==> src/rtl/i2c_bit_ctrl_pkg.sv <==
// ----------------------------------------------------------------------------
// i2c_bit_ctrl_pkg
//   Shared definitions for the I2C bit engine and the byte-level sequencer
//   that drives it: command codes, quarter-bit phase encodings, the default
//   prescale divisor, the engine state type and the per-phase pin table.
//
//   Contents:
//     CMD_*            3-bit command codes (any other code behaves as NOP)
//     PH_0..PH_3       quarter-bit phase encodings
//     CLK_DIV_DEFAULT  clk cycles per quarter-bit phase
//     state_e          engine state (IDLE / RUN)
//     pins_t           {scl, sda_oe} pin drive pair
//     is_bus_cmd()     true for codes that actually touch the bus
//     phase_pins()     pin levels a command drives in a given phase
// ----------------------------------------------------------------------------
package i2c_bit_ctrl_pkg;

    localparam logic [2:0] CMD_START = 3'b001;
    localparam logic [2:0] CMD_STOP  = 3'b010;
    localparam logic [2:0] CMD_WRITE = 3'b011;
    localparam logic [2:0] CMD_READ  = 3'b100;

    localparam logic [1:0] PH_0 = 2'd0;
    localparam logic [1:0] PH_1 = 2'd1;
    localparam logic [1:0] PH_2 = 2'd2;
    localparam logic [1:0] PH_3 = 2'd3;

    localparam int CLK_DIV_DEFAULT = 125;

    typedef enum logic {
        ST_IDLE = 1'b0,
        ST_RUN  = 1'b1
    } state_e;

    typedef struct packed {
        logic scl;
        logic sda_oe;
    } pins_t;

    function automatic logic is_bus_cmd(input logic [2:0] c);
        return (c == CMD_START) || (c == CMD_STOP) ||
               (c == CMD_WRITE) || (c == CMD_READ);
    endfunction

    // Pin drive for command c in phase ph. Fields not touched by a command in
    // a given phase keep their previous value (e.g. SCL in START phase 0), so
    // a repeated START from a low SCL only releases SDA first.
    function automatic pins_t phase_pins(input logic [2:0] c,
                                         input logic [1:0] ph,
                                         input logic       d,
                                         input pins_t      prev);
        pins_t p;
        p = prev;
        case (c)
            CMD_START: begin
                case (ph)
                    PH_0:    p.sda_oe = 1'b0;
                    PH_1:    begin p.scl = 1'b1; p.sda_oe = 1'b0; end
                    PH_2:    begin p.scl = 1'b1; p.sda_oe = 1'b1; end
                    default: begin p.scl = 1'b0; p.sda_oe = 1'b1; end
                endcase
            end
            CMD_STOP: begin
                case (ph)
                    PH_0:    begin p.scl = 1'b0; p.sda_oe = 1'b1; end
                    PH_1:    begin p.scl = 1'b1; p.sda_oe = 1'b1; end
                    default: begin p.scl = 1'b1; p.sda_oe = 1'b0; end
                endcase
            end
            CMD_WRITE: begin
                p.sda_oe = ~d;
                p.scl    = (ph == PH_1) || (ph == PH_2);
            end
            CMD_READ: begin
                p.sda_oe = 1'b0;
                p.scl    = (ph == PH_1) || (ph == PH_2);
            end
            default: p = prev;
        endcase
        return p;
    endfunction

endpackage

==> src/rtl/i2c_bit_ctrl_prescaler.sv <==
// ----------------------------------------------------------------------------
// i2c_prescaler
//   Quarter-bit timebase. Counts 0..CLK_DIV-1 while clr is low and pulses
//   tick on the last count. Holding clr keeps the counter at zero so the first
//   tick after clr falls comes exactly CLK_DIV cycles later.
//
//   Ports:
//     clk   in   system clock
//     rst   in   asynchronous active-low reset
//     clr   in   hold counter at zero
//     tick  out  high during the last cycle of each quarter-bit phase
// ----------------------------------------------------------------------------
module i2c_prescaler #(
    parameter int CLK_DIV = 125,
    parameter int CNT_W   = 8
) (
    input  logic clk,
    input  logic rst,
    input  logic clr,
    output logic tick
);

    localparam logic [CNT_W-1:0] LAST = CNT_W'(CLK_DIV - 1);

    logic [CNT_W-1:0] cnt_q;
    logic [CNT_W-1:0] cnt_d;

    always_comb begin
        cnt_d = cnt_q + CNT_W'(1);
        if (clr || (cnt_q == LAST)) begin
            cnt_d = '0;
        end
    end

    always_ff @(posedge clk or negedge rst) begin
        if (!rst) begin
            cnt_q <= '0;
        end else begin
            cnt_q <= cnt_d;
        end
    end

    assign tick = !clr && (cnt_q == LAST);

endmodule

==> src/rtl/i2c_bit_ctrl.sv <==
// ----------------------------------------------------------------------------
// i2c_bit_ctrl
//   Bit-level I2C master engine. Takes one primitive (START, STOP, WRITE bit,
//   READ bit) per handshake, runs it through four quarter-bit phases of
//   CLK_DIV clocks each, and drives SCL (push-pull) and SDA (open drain).
//   Single master: no clock stretching, no arbitration.
//
//   Handshake: a command is taken on any rising clk edge where cmd_valid and
//   cmd_ready are both high; cmd and din are latched there and later changes
//   are ignored. cmd_ready is high only in IDLE; nothing is queued while busy.
//   done pulses for one cycle when a command finishes, and cmd_ready is
//   already high in that cycle so commands can run back to back.
//
//   Ports:
//     clk        in   system clock
//     rst        in   asynchronous active-low reset; releases the bus at once
//     cmd[2:0]   in   command code (see i2c_bit_ctrl_pkg, others are NOP)
//     cmd_valid  in   command present
//     cmd_ready  out  engine idle and able to accept
//     din        in   bit to send for WRITE
//     dout       out  bit captured by the most recent READ
//     done       out  one-cycle completion pulse
//     busy       out  inverse of cmd_ready
//     scl_o      out  SCL level
//     sda_oe     out  1 pulls SDA low, 0 releases it
//     sda_i      in   raw SDA pin level (asynchronous)
// ----------------------------------------------------------------------------
module i2c_bit_ctrl
    import i2c_bit_ctrl_pkg::*;
#(
    parameter int CLK_DIV = CLK_DIV_DEFAULT,
    parameter int CNT_W   = 8
) (
    input  logic       clk,
    input  logic       rst,
    input  logic [2:0] cmd,
    input  logic       cmd_valid,
    output logic       cmd_ready,
    input  logic       din,
    output logic       dout,
    output logic       done,
    output logic       busy,
    output logic       scl_o,
    output logic       sda_oe,
    input  logic       sda_i
);

    state_e     state_q, state_d;
    logic [1:0] phase_q, phase_d;
    logic [2:0] cmd_q,   cmd_d;
    logic       din_q,   din_d;
    logic       scl_q,   scl_d;
    logic       oe_q,    oe_d;
    logic       dout_q,  dout_d;
    logic       done_q,  done_d;
    logic [1:0] sync_q;

    logic  sda_s;
    logic  tick;
    logic  pre_clr;
    pins_t cur_pins;
    pins_t nxt_pins;

    // Two-flop synchronizer for the asynchronous SDA pin.
    always_ff @(posedge clk or negedge rst) begin
        if (!rst) begin
            sync_q <= 2'b11;
        end else begin
            sync_q <= {sync_q[0], sda_i};
        end
    end
    assign sda_s = sync_q[1];

    // Counter sits at zero in IDLE, so the accept edge starts phase 0 with a
    // fresh count.
    assign pre_clr = (state_q == ST_IDLE);

    i2c_prescaler #(
        .CLK_DIV (CLK_DIV),
        .CNT_W   (CNT_W)
    ) u_prescaler (
        .clk  (clk),
        .rst  (rst),
        .clr  (pre_clr),
        .tick (tick)
    );

    assign cur_pins = '{scl: scl_q, sda_oe: oe_q};

    always_comb begin
        state_d  = state_q;
        phase_d  = phase_q;
        cmd_d    = cmd_q;
        din_d    = din_q;
        scl_d    = scl_q;
        oe_d     = oe_q;
        dout_d   = dout_q;
        done_d   = 1'b0;
        nxt_pins = cur_pins;

        case (state_q)
            ST_IDLE: begin
                if (cmd_valid) begin
                    cmd_d = cmd;
                    din_d = din;
                    if (is_bus_cmd(cmd)) begin
                        state_d  = ST_RUN;
                        phase_d  = PH_0;
                        nxt_pins = phase_pins(cmd, PH_0, din, cur_pins);
                        scl_d    = nxt_pins.scl;
                        oe_d     = nxt_pins.sda_oe;
                    end else begin
                        // NOP-like codes complete immediately without
                        // leaving IDLE.
                        done_d = 1'b1;
                    end
                end
            end
            ST_RUN: begin
                if (tick) begin
                    if (phase_q == PH_3) begin
                        state_d = ST_IDLE;
                        done_d  = 1'b1;
                    end else begin
                        phase_d  = phase_q + 2'd1;
                        nxt_pins = phase_pins(cmd_q, phase_d, din_q, cur_pins);
                        scl_d    = nxt_pins.scl;
                        oe_d     = nxt_pins.sda_oe;
                    end
                    // End of phase 1 is the middle of the SCL-high window.
                    if ((cmd_q == CMD_READ) && (phase_q == PH_1)) begin
                        dout_d = sda_s;
                    end
                end
            end
            default: state_d = ST_IDLE;
        endcase
    end

    always_ff @(posedge clk or negedge rst) begin
        if (!rst) begin
            state_q <= ST_IDLE;
            phase_q <= PH_0;
            cmd_q   <= 3'b000;
            din_q   <= 1'b0;
            scl_q   <= 1'b1;
            oe_q    <= 1'b0;
            dout_q  <= 1'b0;
            done_q  <= 1'b0;
        end else begin
            state_q <= state_d;
            phase_q <= phase_d;
            cmd_q   <= cmd_d;
            din_q   <= din_d;
            scl_q   <= scl_d;
            oe_q    <= oe_d;
            dout_q  <= dout_d;
            done_q  <= done_d;
        end
    end

    assign cmd_ready = (state_q == ST_IDLE);
    assign busy      = !cmd_ready;
    assign scl_o     = scl_q;
    assign sda_oe    = oe_q;
    assign dout      = dout_q;
    assign done      = done_q;

endmodule

==> config.mk <==
export PLATFORM = sky130hd
export DESIGN_NAME = i2c_bit_ctrl
export DESIGN_NICKNAME = d
export VERILOG_FILES = /design/src/rtl/i2c_bit_ctrl_pkg.sv /design/src/rtl/i2c_bit_ctrl_prescaler.sv /design/src/rtl/i2c_bit_ctrl.sv
export SDC_FILE = /design/constraint.sdc
export NUM_CORES = 1
export LEC_CHECK = 0
export CAP_MARGIN = 15
export CORE_MARGIN = 5
export CORE_UTILIZATION = 57
export CTS_CLUSTER_DIAMETER = 120
export DETAILED_ROUTE_END_ITERATION = 8
export PLACE_DENSITY = 0.89
export SLEW_MARGIN = 20
export SYNTH_ARGS = -nofsm -noshare
export SYNTH_HDL_FRONTEND = slang
export SYNTH_SLANG_ARGS = --single-unit
export TNS_END_PERCENT = 50
==> constraint.sdc <==
create_clock -name clk -period 2.95 [get_ports clk]
set_input_delay 0.7375 -clock clk [delete_from_list [all_inputs] [get_ports clk]]
set_output_delay 0.7375 -clock clk [all_outputs]
set_load 0.01 [all_outputs]
-- Word-level counts from Yosys, hierarchy flattened
Cells that the tools add are included.
Widths: inputs -> output; s select.
- register bits after elaboration: 21
- bits in latches: 0
- memory bits (writable): 0
- bits in read-only memories: 0
- input bits: 8
- output and inout bits: 6
- word-level logic and storage cells: 83
- memories kept: 0
- add/subtract/negate cells: 2
- multiply operators: 0
- divide/modulo/power cells: 0
- magnitude comparators: 0
- equal/unequal tests: 22
- shifts and indexed selects: 0
- mux-type cells: 31
- bitwise gates (word level): 3
- reductions and logical operators: 15
- operator list (operator ; count):
    $mux 1 ; 17
    $pmux 2 s4 ; 2
    $eq 3x2->1 const B ; 4
    $pmux 1 s2 ; 5
    $add 8x1->8 const B ; 1
    $eq 8x7->1 const B ; 1
    $mux 2 ; 4
    $mux 8 ; 1
    $ne 2x2->1 const B ; 4
    $pmux 2 s2 ; 2
    $reduce_and 8->1 ; 1
    $eq 3x1->1 const B ; 2
    $eq 3x3->1 const B ; 2
    $reduce_and 6->1 ; 1
    $logic_or 1x1->1 ; 5
    $ne 5x1->1 const B ; 1
    $ne 5x5->1 const B ; 1
    $eq 2x1->1 const B ; 2
    $eq 2x2->1 const B ; 2
    $ne 4x4->1 const B ; 1
    $reduce_and 4->1 ; 1
    $reduce_or 2->1 ; 2
    $ne 3x3->1 const B ; 1
    $not 1->1 ; 3
    other kinds (6) ; 7

-- Logic depth before layout (Yosys ltp)
Gate-level depths: netlist (run 1).
- depth in word-level cells: 8
- depth in mapped cells: 7
- gate-level depth less buffers: 7

-- Cells and area by module
From an unflattened synthesis (run 1), not the netlist that was laid out.
- cell total of the unflattened synthesis: 108
- area, all modules: 1114.8 um2
- by module, submodules not included (module ; instances ; cells each ; area each (um2) ; seq. area each (um2)):
    i2c_bit_ctrl ; 1 ; 65 ; 699.4 ; 329.1
    i2c_prescaler ; 1 ; 43 ; 415.4 ; 200.2

-- Least setup slack after synthesis (run 1)
Ideal clock, no wire load.
- kind: in2reg
- start point: input port cmd[1]
- end point: register scl_q, in the netlist scl_o
- setup time: 0.079 ns
- arrival: 1.640 ns
- data required time: 2.871 ns
- slack: 1.231 ns
- stages: 5
- path buffers: 0
- path through: o21ai_0 > nand4_2 > a22oi_4 > a21boi_2 > a41o_1
- word-level cells in the longest chain between the ends: 6
- elaborated cells on any way between the ends: 11
- those cells by class: eq/ne (7); reduce/logical (4)
- ends and longest elaborated chain (element ; line ; source):
    start: declaration ; i2c_bit_ctrl.sv:36 ; input logic [2:0] cmd,
    $eq 3x1->1 / $eq 3x2->1 (equally long branches) ; i2c_bit_ctrl_pkg.sv:41, i2c_bit_ctrl_pkg.sv:54 ;
    $logic_or 1x1->1 (2 in a row) ; i2c_bit_ctrl_pkg.sv:41 ; return (c == CMD_START) || (c == CMD_STOP) ||
    $logic_or 1x1->1 ; i2c_bit_ctrl_pkg.sv:42 ; (c == CMD_WRITE) || (c == CMD_READ);
    $ne 2x2->1 (no source line) ; - ;
    $reduce_and 8->1 (no source line) * ; - ;
    end signal: assignment ; i2c_bit_ctrl.sv:155 ; scl_q <= scl_d;
    end: declaration ; i2c_bit_ctrl.sv:52 ; logic scl_q, scl_d;
Mark *: on every way between the ends. The rest lies on a longest branch, timed or not.
A chain may end at the register's enable or synchronous reset.

-- Final worst setup path (run 1)
- start point: register state_q, in the netlist busy
- end point: output port cmd_ready
- word-level cells in the longest chain between the ends: 1
- ends and longest elaborated chain (element ; line ; source):
    start: declaration ; i2c_bit_ctrl.sv:48 ; state_e state_q, state_d;
    start signal: assignment ; i2c_bit_ctrl.sv:151 ; state_q <= state_d;
    $not 1->1 (no source line) ; - ;
    end: declaration ; i2c_bit_ctrl.sv:38 ; output logic cmd_ready,
Every way passes these cells.

==> reports/qor.yml, run 1 <==
synth:
  synth-simple-area-share_pct: 19.75
  ys_warn_count: 0
  synth-seq-cells: 21
  synthAdderAreaFrac_pct: 5.675
  synth-xor-area-share_pct: 6.356
  synth_nets: 118
  ys_seq_area_share_pct: 48.01
  netlist_area_sq_um: 1102
  avgSynthCellArea_sq_um: 10.50
  synth_cells: 105
  synth.mux.area_fraction_pct: 4.086
  synth_top_family_by_area: "simple AND/OR/NAND/NOR gates"
  synth_enable_flop_cells: 0
  synth-async-reset-ratio_pct: 100.0
  synth_compound_area_share_pct: 12.83
  synth_flop_cell: "dfrtp_1"
  yosysUniqueCellTypes: 32
clock_network:
  clkTransAtPathRegs_ns: 0.13
  cts_tree: "built"
  cts_buffer_depth: 2
  cts_resized: 0
  htree_num_levels: 1
  clk-insertion-delay-late_ns: 0.31
  clock-sinks: 21
  root_buffer: "clkbuf_4"
  hold_buffers: 0
  post_cts_buffers: 0
  cts_made_buffers: 3
worst_hold_path:
  min_from: "sync_q[0]$_DFF_PN1_"
  min_path_type: "reg2reg"
  hold_path_end: "sync_q[1]$_DFF_PN1_"
  hold_depth: 0
worst_setup_path:
  cp_max_fo: 10
  cp.arrival_ns: 1.60
  timing.rr.start: "u_prescaler.cnt_q[0]$_DFF_PN0_"
  timing.critical_path.required_ns: 2.21
  path_class: "reg2out"
  critPathCaptureType: "output pin"
  path_cells: "inv_1 > clkdlybuf4s50_1"
  reg2reg_slack_ns: 1.15
  cpMaxStageDelayCell: "clkdlybuf4s50_1"
  ff2ff_path_depth: 6
  start_kind: "flop"
  reg2reg_to: "busy$_DFF_PN0_"
  max_stage_delay_ns: 0.57
placement:
  gp_congestion: 0.8772
  pre_cts_ws_ns: 0.6066
  numPortBuffers: 13
  hpwl_microns: 1551
cells_and_area:
  num_antenna_cells: 0
  syn_to_final_growth_pct: 17.37
  regArea_sq_um: 529.3
  num-fill-cells: 141
  multi_input_area_sq_um: 536.8
  nets: 135
  mostFrequentLayoutCell: "dfrtp_1"
  mostFrequentLayoutCells: "dfrtp_1 (18), nor2_1 (15), clkdlybuf4s50_1 (13)"
  post-route-util_pct: 68.03
  layout-drive-gt1-share_pct: 16.53
sta:
  hold_ws_ns: 0.3646
  setup_slack_ns: 0.6082
  period_share_pct: 79.38
  slew_headroom_pct: 76.34
  drv_slew: 0
  fmax_ghz: 0.4270
  setup_tns_ns: 0
  rsz0062_at_grt: "no"
  setup_violations: 0
  skew_ns: 0.008838
  period_needed_ns: 2.342
  tightest_slew_ns: 0.3550
  hold_violations: 0
flow_run:
  max-cap-violations: 0
floorplan:
  die_height_microns: 53.98
  row_count: 16
  die_width_microns: 53.98
  die_area_sq_um: 2913
  initial_core_util_pct: 57.96
  io_pins: 14
  core_area_sq_um: 1902
drt:
  num_vias: 791
  viasPerCell: 5.345
  drc: 0
  dr.first_iter.drc_count: 10
  postRouteAntennaNets: 0
  drtPass1Iterations: 4
  wl_per_cell_microns: 13.30
  routed_wl_microns: 1969
pwr:
  powerDensity_nw_per_um2: 350.8
  power_w: 0.0004539
  ir_drop_mv: 0.3118
  leakagePower_nw: 0.5875
global_route:
  grt_pass1_vias: 749
  grt_start_max_net_pins: 22
  grt_first_pass_wirelength_microns: 3318
  grt_overflow: 0
  grt_usage_pct: 15.93
  antenna_found_initial: 0
status:
  status: "complete, no violations"
-- Yosys cell counts (all sizes together) (2+ instances only) --
| library cell | count | share of area [%] |
|---|---|---|
| a21oi | 4 | 1.8 |
| dfrtp | 18 | 41 |
| ha | 5 | 5.7 |
| inv | 7 | 2.4 |
| dfstp | 3 | 7.2 |
| nor2b | 2 | 1.1 |
| nor2 | 15 | 5.1 |
| nand2b | 2 | 1.1 |
| o21ai | 5 | 2.3 |
| xor2 | 7 | 5.6 |
| o211ai | 2 | 1.4 |
| nand3 | 7 | 3.2 |
| and3 | 2 | 1.4 |
| nand2 | 4 | 1.4 |
| mux2 | 4 | 4.1 |
| nand4 | 3 | 3.6 |
| buf | 2 | 0.91 |
-- routing by layer --
| layer | wire, microns | part of all wire (%) | GRT usage (%) |
|---|---|---|---|
| met1 | 897 | 46 | 21.30 |
| met2 | 971 | 49 | 25.81 |
| met4 | 42 | 2.1 | 7.469 |
| met5 | 0 | 0 | 0 |
| met3 | 58 | 2.9 | 1.662 |
-- final cells by class --
class	count	share of cell area (%)
clock buffers	3	1.741
clock inverters	1	0.5803
inverters	7	2.031
multi-input cells	75	41.49
flip-flops and latches	21	40.91
well taps	27	2.611
repair buffers	14	10.64
-- through the flow --
step / std cells / area (sq um)
5_1_grt: 148 / 1294
3_3_place_gp: 144 / 1264
2_1_floorplan: 105 / 1102
3_5_place_dp: 144 / 1264
4_1_cts: 148 / 1294
6_report: 148 / 1294
-- registers in the layout (all words and copies together), names as in the netlist --
register           cells
done                   1
u_prescaler.cnt_q      8
sda_oe                 1
din_q                  1
dout                   1
scl_o                  1
cmd_q                  3
sync_q                 2
phase_q                2
busy                   1
-- worst max path at each step --
stage              startpoint                end  slack [ns]  cells past startpoint
2_1_floorplan          cmd[1]  scl_o$_DFFE_PN1P_        1.23                      5
3_3_place_gp           cmd[1]  scl_o$_DFFE_PN1P_        0.69                      6
3_5_place_dp           cmd[1]  scl_o$_DFFE_PN1P_        0.61                      6
4_1_cts        busy$_DFF_PN0_          cmd_ready        0.60                      2
5_1_grt        busy$_DFF_PN0_          cmd_ready        0.53                      2
6_report       busy$_DFF_PN0_          cmd_ready        0.61                      2
-- critical path, delay by kind of cell (launching register included) --
kind                   cells  cell delay (ns)
buffers and inverters      2             0.79
DFF                        1             0.51
-- power by group --
group | switching [W] | internal, W
Combinational | 0.0000105 | 0.0000103
Clock | 0.0000908 | 0.0000517
Sequential | 0.000000297 | 0.000290
-- cells by family after synthesis --
family,count (synthesis)
XOR/XNOR,8
buffers and inverters,9
multiplexers,4
adder cells (fa/ha/maj),5
flip-flops,21
AND/OR/NAND/NOR,39
AO/OA/AOI/OAI,19
(Power assumes the default switching activity.)
==> run 2, diff against run 1 <==
--- a/config.mk
+++ b/config.mk
@@ -7,10 +7,10 @@
 export LEC_CHECK = 0
 export CAP_MARGIN = 15
 export CORE_MARGIN = 5
-export CORE_UTILIZATION = 57
+export CORE_UTILIZATION = 53
 export CTS_CLUSTER_DIAMETER = 120
 export DETAILED_ROUTE_END_ITERATION = 8
-export PLACE_DENSITY = 0.89
+export PLACE_DENSITY = 0.84
 export SLEW_MARGIN = 20
 export SYNTH_ARGS = -nofsm -noshare
 export SYNTH_HDL_FRONTEND = slang
==> constraint.sdc (replaced) <==
create_clock -name clk -period 2.3 [get_ports clk]
set_input_delay 0.575 -clock clk [delete_from_list [all_inputs] [get_ports clk]]
set_output_delay 0.575 -clock clk [all_outputs]
set_load 0.01 [all_outputs]
==> run 2 against run 1 <==
Combinational power increased by 27%. Via count decreased by 0.88%. Design area increased by 0.39%. First-iteration DRC count decreased by 20%. Die area increased by 6.1%. Clock-buffer cell count unchanged. Setup slack got worse by 0.34 ns. Register-to-register slack got worse by 0.62 ns. Clock skew about the same. Critical endpoint unchanged.
==> reports/qor.yml, run 2 (synthesis results as in run 1) <==
flow_run:
  max-cap-violations: 0  # unchanged
sta:
  period_needed_ns: 2.029
  setup_tns_ns: 0  # unchanged
  tightest_slew_ns: 0.3494  # was 0.3550 ns
  setup_violations: 0  # unchanged
  rsz0062_at_grt: "no"  # unchanged
  period_share_pct: 88.21
  setup_slack_ns: 0.2711  # was 0.6082 ns
  drv_slew: 0  # unchanged
  fmax_ghz: 0.4929
  hold_violations: 0  # unchanged
  skew_ns: 0.008369  # was 0.008838 ns
  slew_headroom_pct: 76.71  # was 76.34%
floorplan:
  io_pins: 14  # unchanged
  core_area_sq_um: 1982  # was 1902 sq um
  die_area_sq_um: 3092  # was 2913 sq um
  row_count: 16  # unchanged
  die_width_microns: 55.61  # was 53.98 microns
  initial_core_util_pct: 55.62  # was 57.96%
  die_height_microns: 55.61  # was 53.98 microns
cells_and_area:
  num-fill-cells: 150  # was 141
  num_antenna_cells: 0  # unchanged
  syn_to_final_growth_pct: 17.82  # was 17.37%
  nets: 136  # was 135
  mostFrequentLayoutCell: "dfrtp_1"  # unchanged
  layout-drive-gt1-share_pct: 17.21  # was 16.53%
  mostFrequentLayoutCells: "dfrtp_1 (18), nor2_1 (15), clkdlybuf4s50_1 (13)"  # unchanged
  largest_register_ffs: 8  # unchanged
  top_register: "u_prescaler.cnt_q"  # unchanged
  top_regs: "u_prescaler.cnt_q: 8 flops, cmd_q: 3 flops"  # unchanged
clock_network:
  clk-insertion-delay-late_ns: 0.30  # was 0.31 ns
  cts_made_buffers: 3  # unchanged
  clkTransAtPathRegs_ns: 0.12  # was 0.13 ns
  cts_resized: 0  # unchanged
  cts_buffer_depth: 2  # unchanged
  htree_num_levels: 1  # unchanged
  cts_tree: "built"  # unchanged
  root_buffer: "clkbuf_4"  # unchanged
  hold_buffers: 0  # unchanged
  post_cts_buffers: 0  # unchanged
  clock-sinks: 21  # unchanged
placement:
  gp_congestion: 0.8994  # was 0.8772
  pre_cts_ws_ns: 0.1642  # was 0.6066 ns
  hpwl_microns: 1568  # was 1551 microns
  numPortBuffers: 13  # unchanged
pwr:
  switching_share_pct: 21.55  # was 22.38%
  pwr-share-seq_pct: 65.0  # was 64.0%
  ir_drop_mv: 0.3547  # was 0.3118 mV
  powerDensity_nw_per_um2: 441.9  # was 350.8 nW/um^2
  pwr-share-comb_pct: 4.6  # about the same
  p_int_w: 0.0004502  # was 0.0003523 W
  leakagePower_nw: 0.5954  # was 0.5875 nW
  switchingPower_w: 0.0001237  # was 0.0001016 W
  clkPwrFrac_pct: 30.4  # was 31.4%
global_route:
  antenna_found_initial: 0  # unchanged
  grt_overflow: 0  # unchanged
  grt_start_max_net_pins: 22  # unchanged
  grt_usage_pct: 14.43  # was 15.93%
  grt_pass1_vias: 811  # was 749
  grt_first_pass_wirelength_microns: 3574  # was 3318 microns
worst_setup_path:
  reg2reg_slack_ns: 0.53  # was 1.15 ns
  critPathCaptureType: "output pin"  # unchanged
  timing.rr.start: "u_prescaler.cnt_q[0]$_DFF_PN0_"  # unchanged
  reg2reg_to: "busy$_DFF_PN0_"  # unchanged
  cp_max_fo: 6  # was 10
  ff2ff_path_depth: 6  # unchanged
  cp-endpoint: "cmd_ready"  # unchanged
  cp-startpoint: "busy$_DFF_PN0_"  # unchanged
  timing.critical_path.required_ns: 1.73  # was 2.21 ns
  cp.arrival_ns: 1.45  # was 1.60 ns
  start_kind: "flop"  # unchanged
  path_class: "reg2out"  # unchanged
drt:
  drtPass1Iterations: 4  # unchanged
  drc: 0  # unchanged
  viasPerCell: 5.262  # was 5.345
  dr.first_iter.drc_count: 8  # was 10
  wl_per_cell_microns: 13.33  # was 13.30 microns
  postRouteAntennaNets: 0  # unchanged
  routed_wl_microns: 1986  # was 1969 microns
  num_vias: 784  # was 791
status:
  status: "complete, no violations"  # unchanged
worst_hold_path:
  min_path_type: "reg2reg"  # unchanged
==> run 2: changes by cell type in the layout (fill, tap and decap cells not counted), sizes merged <==
cell / before / now
buf: 1 / 2
clkinv: 0 / 1
clkinvlp: 1 / 0
==> run 2: cell type report <==
class                           count  area [sq um]  area share [%]
Multi-Input combinational cell     75         536.8           41.33
Sequential cell                    21         529.3           40.75
Timing Repair Buffer               15         145.1           11.18
Tap cell                           27         33.78           2.601
Inverter                            7         26.28           2.023
Clock buffer                        3         22.52           1.734
Clock inverter                      1         5.005          0.3854
==> run 2: how the worst min path moves through the flow <==
stage,slack (ns),cells past startpoint,from,endpoint
floorplan,0.28,0,rst,busy$_DFF_PN0_
global placement,0.35,0,sync_q[0]$_DFF_PN1_,sync_q[1]$_DFF_PN1_
detailed placement,0.35,0,sync_q[0]$_DFF_PN1_,sync_q[1]$_DFF_PN1_
CTS,0.37,0,sync_q[0]$_DFF_PN1_,sync_q[1]$_DFF_PN1_
global route,0.38,0,sync_q[0]$_DFF_PN1_,sync_q[1]$_DFF_PN1_
finish,0.37,0,sync_q[0]$_DFF_PN1_,sync_q[1]$_DFF_PN1_
==> run 2: through the flow <==
stage                     cells  cell area [sq um]  hold WS (ns)  total power (W)  util, %
after floorplan             105               1102        0.2794        0.0003833        -
after global placement      145               1271        0.3464        0.0004060    64.14
after detailed placement    145               1271        0.3516        0.0004067    64.14
after CTS                   149               1299        0.3688        0.0005825    65.53
after global routing        149               1299        0.3766        0.0006074    65.53
final                       149               1299        0.3674        0.0005739    65.53
==> run 2: power by group through the flow <==
stage | sequential, W | combinational (W) | clock (W)
after floorplan | 0.000380 | 0.00000361 | 0
after global placement | 0.000380 | 0.0000263 | 0
after detailed placement | 0.000380 | 0.0000269 | 0
after CTS | 0.000373 | 0.0000269 | 0.000183
after global routing | 0.000373 | 0.0000297 | 0.000204
final | 0.000373 | 0.0000264 | 0.000175
==> run 2: routing by layer <==
| layer | GRT usage (%) | vias to the layer above | routed length, microns |
|---|---|---|---|
| li1 | - | 396 | - |
| met1 | 17.40 | 379 | 894 |
| met2 | 25.17 | 7 | 1033 |
| met3 | 3.248 | 2 | 44 |
| met4 | 4.861 | 0 | 13 |
| met5 | 0 | - | 0 |
==> run 2: critical path, cell delays in order (launching register included) <==
cell             delay (ns)
dfrtp_1                0.41
inv_1                  0.17
clkdlybuf4s50_1        0.58
==> run 3, diff against run 2 <==
--- a/config.mk
+++ b/config.mk
@@ -9,6 +9,7 @@
 export CORE_MARGIN = 5
 export CORE_UTILIZATION = 53
 export CTS_CLUSTER_DIAMETER = 120
+export CTS_CLUSTER_SIZE = 12
 export DETAILED_ROUTE_END_ITERATION = 8
 export PLACE_DENSITY = 0.84
 export SLEW_MARGIN = 20
==> results of run 3 <==
Same layout as run 2: the final DEF is identical, and so are final timing and power.
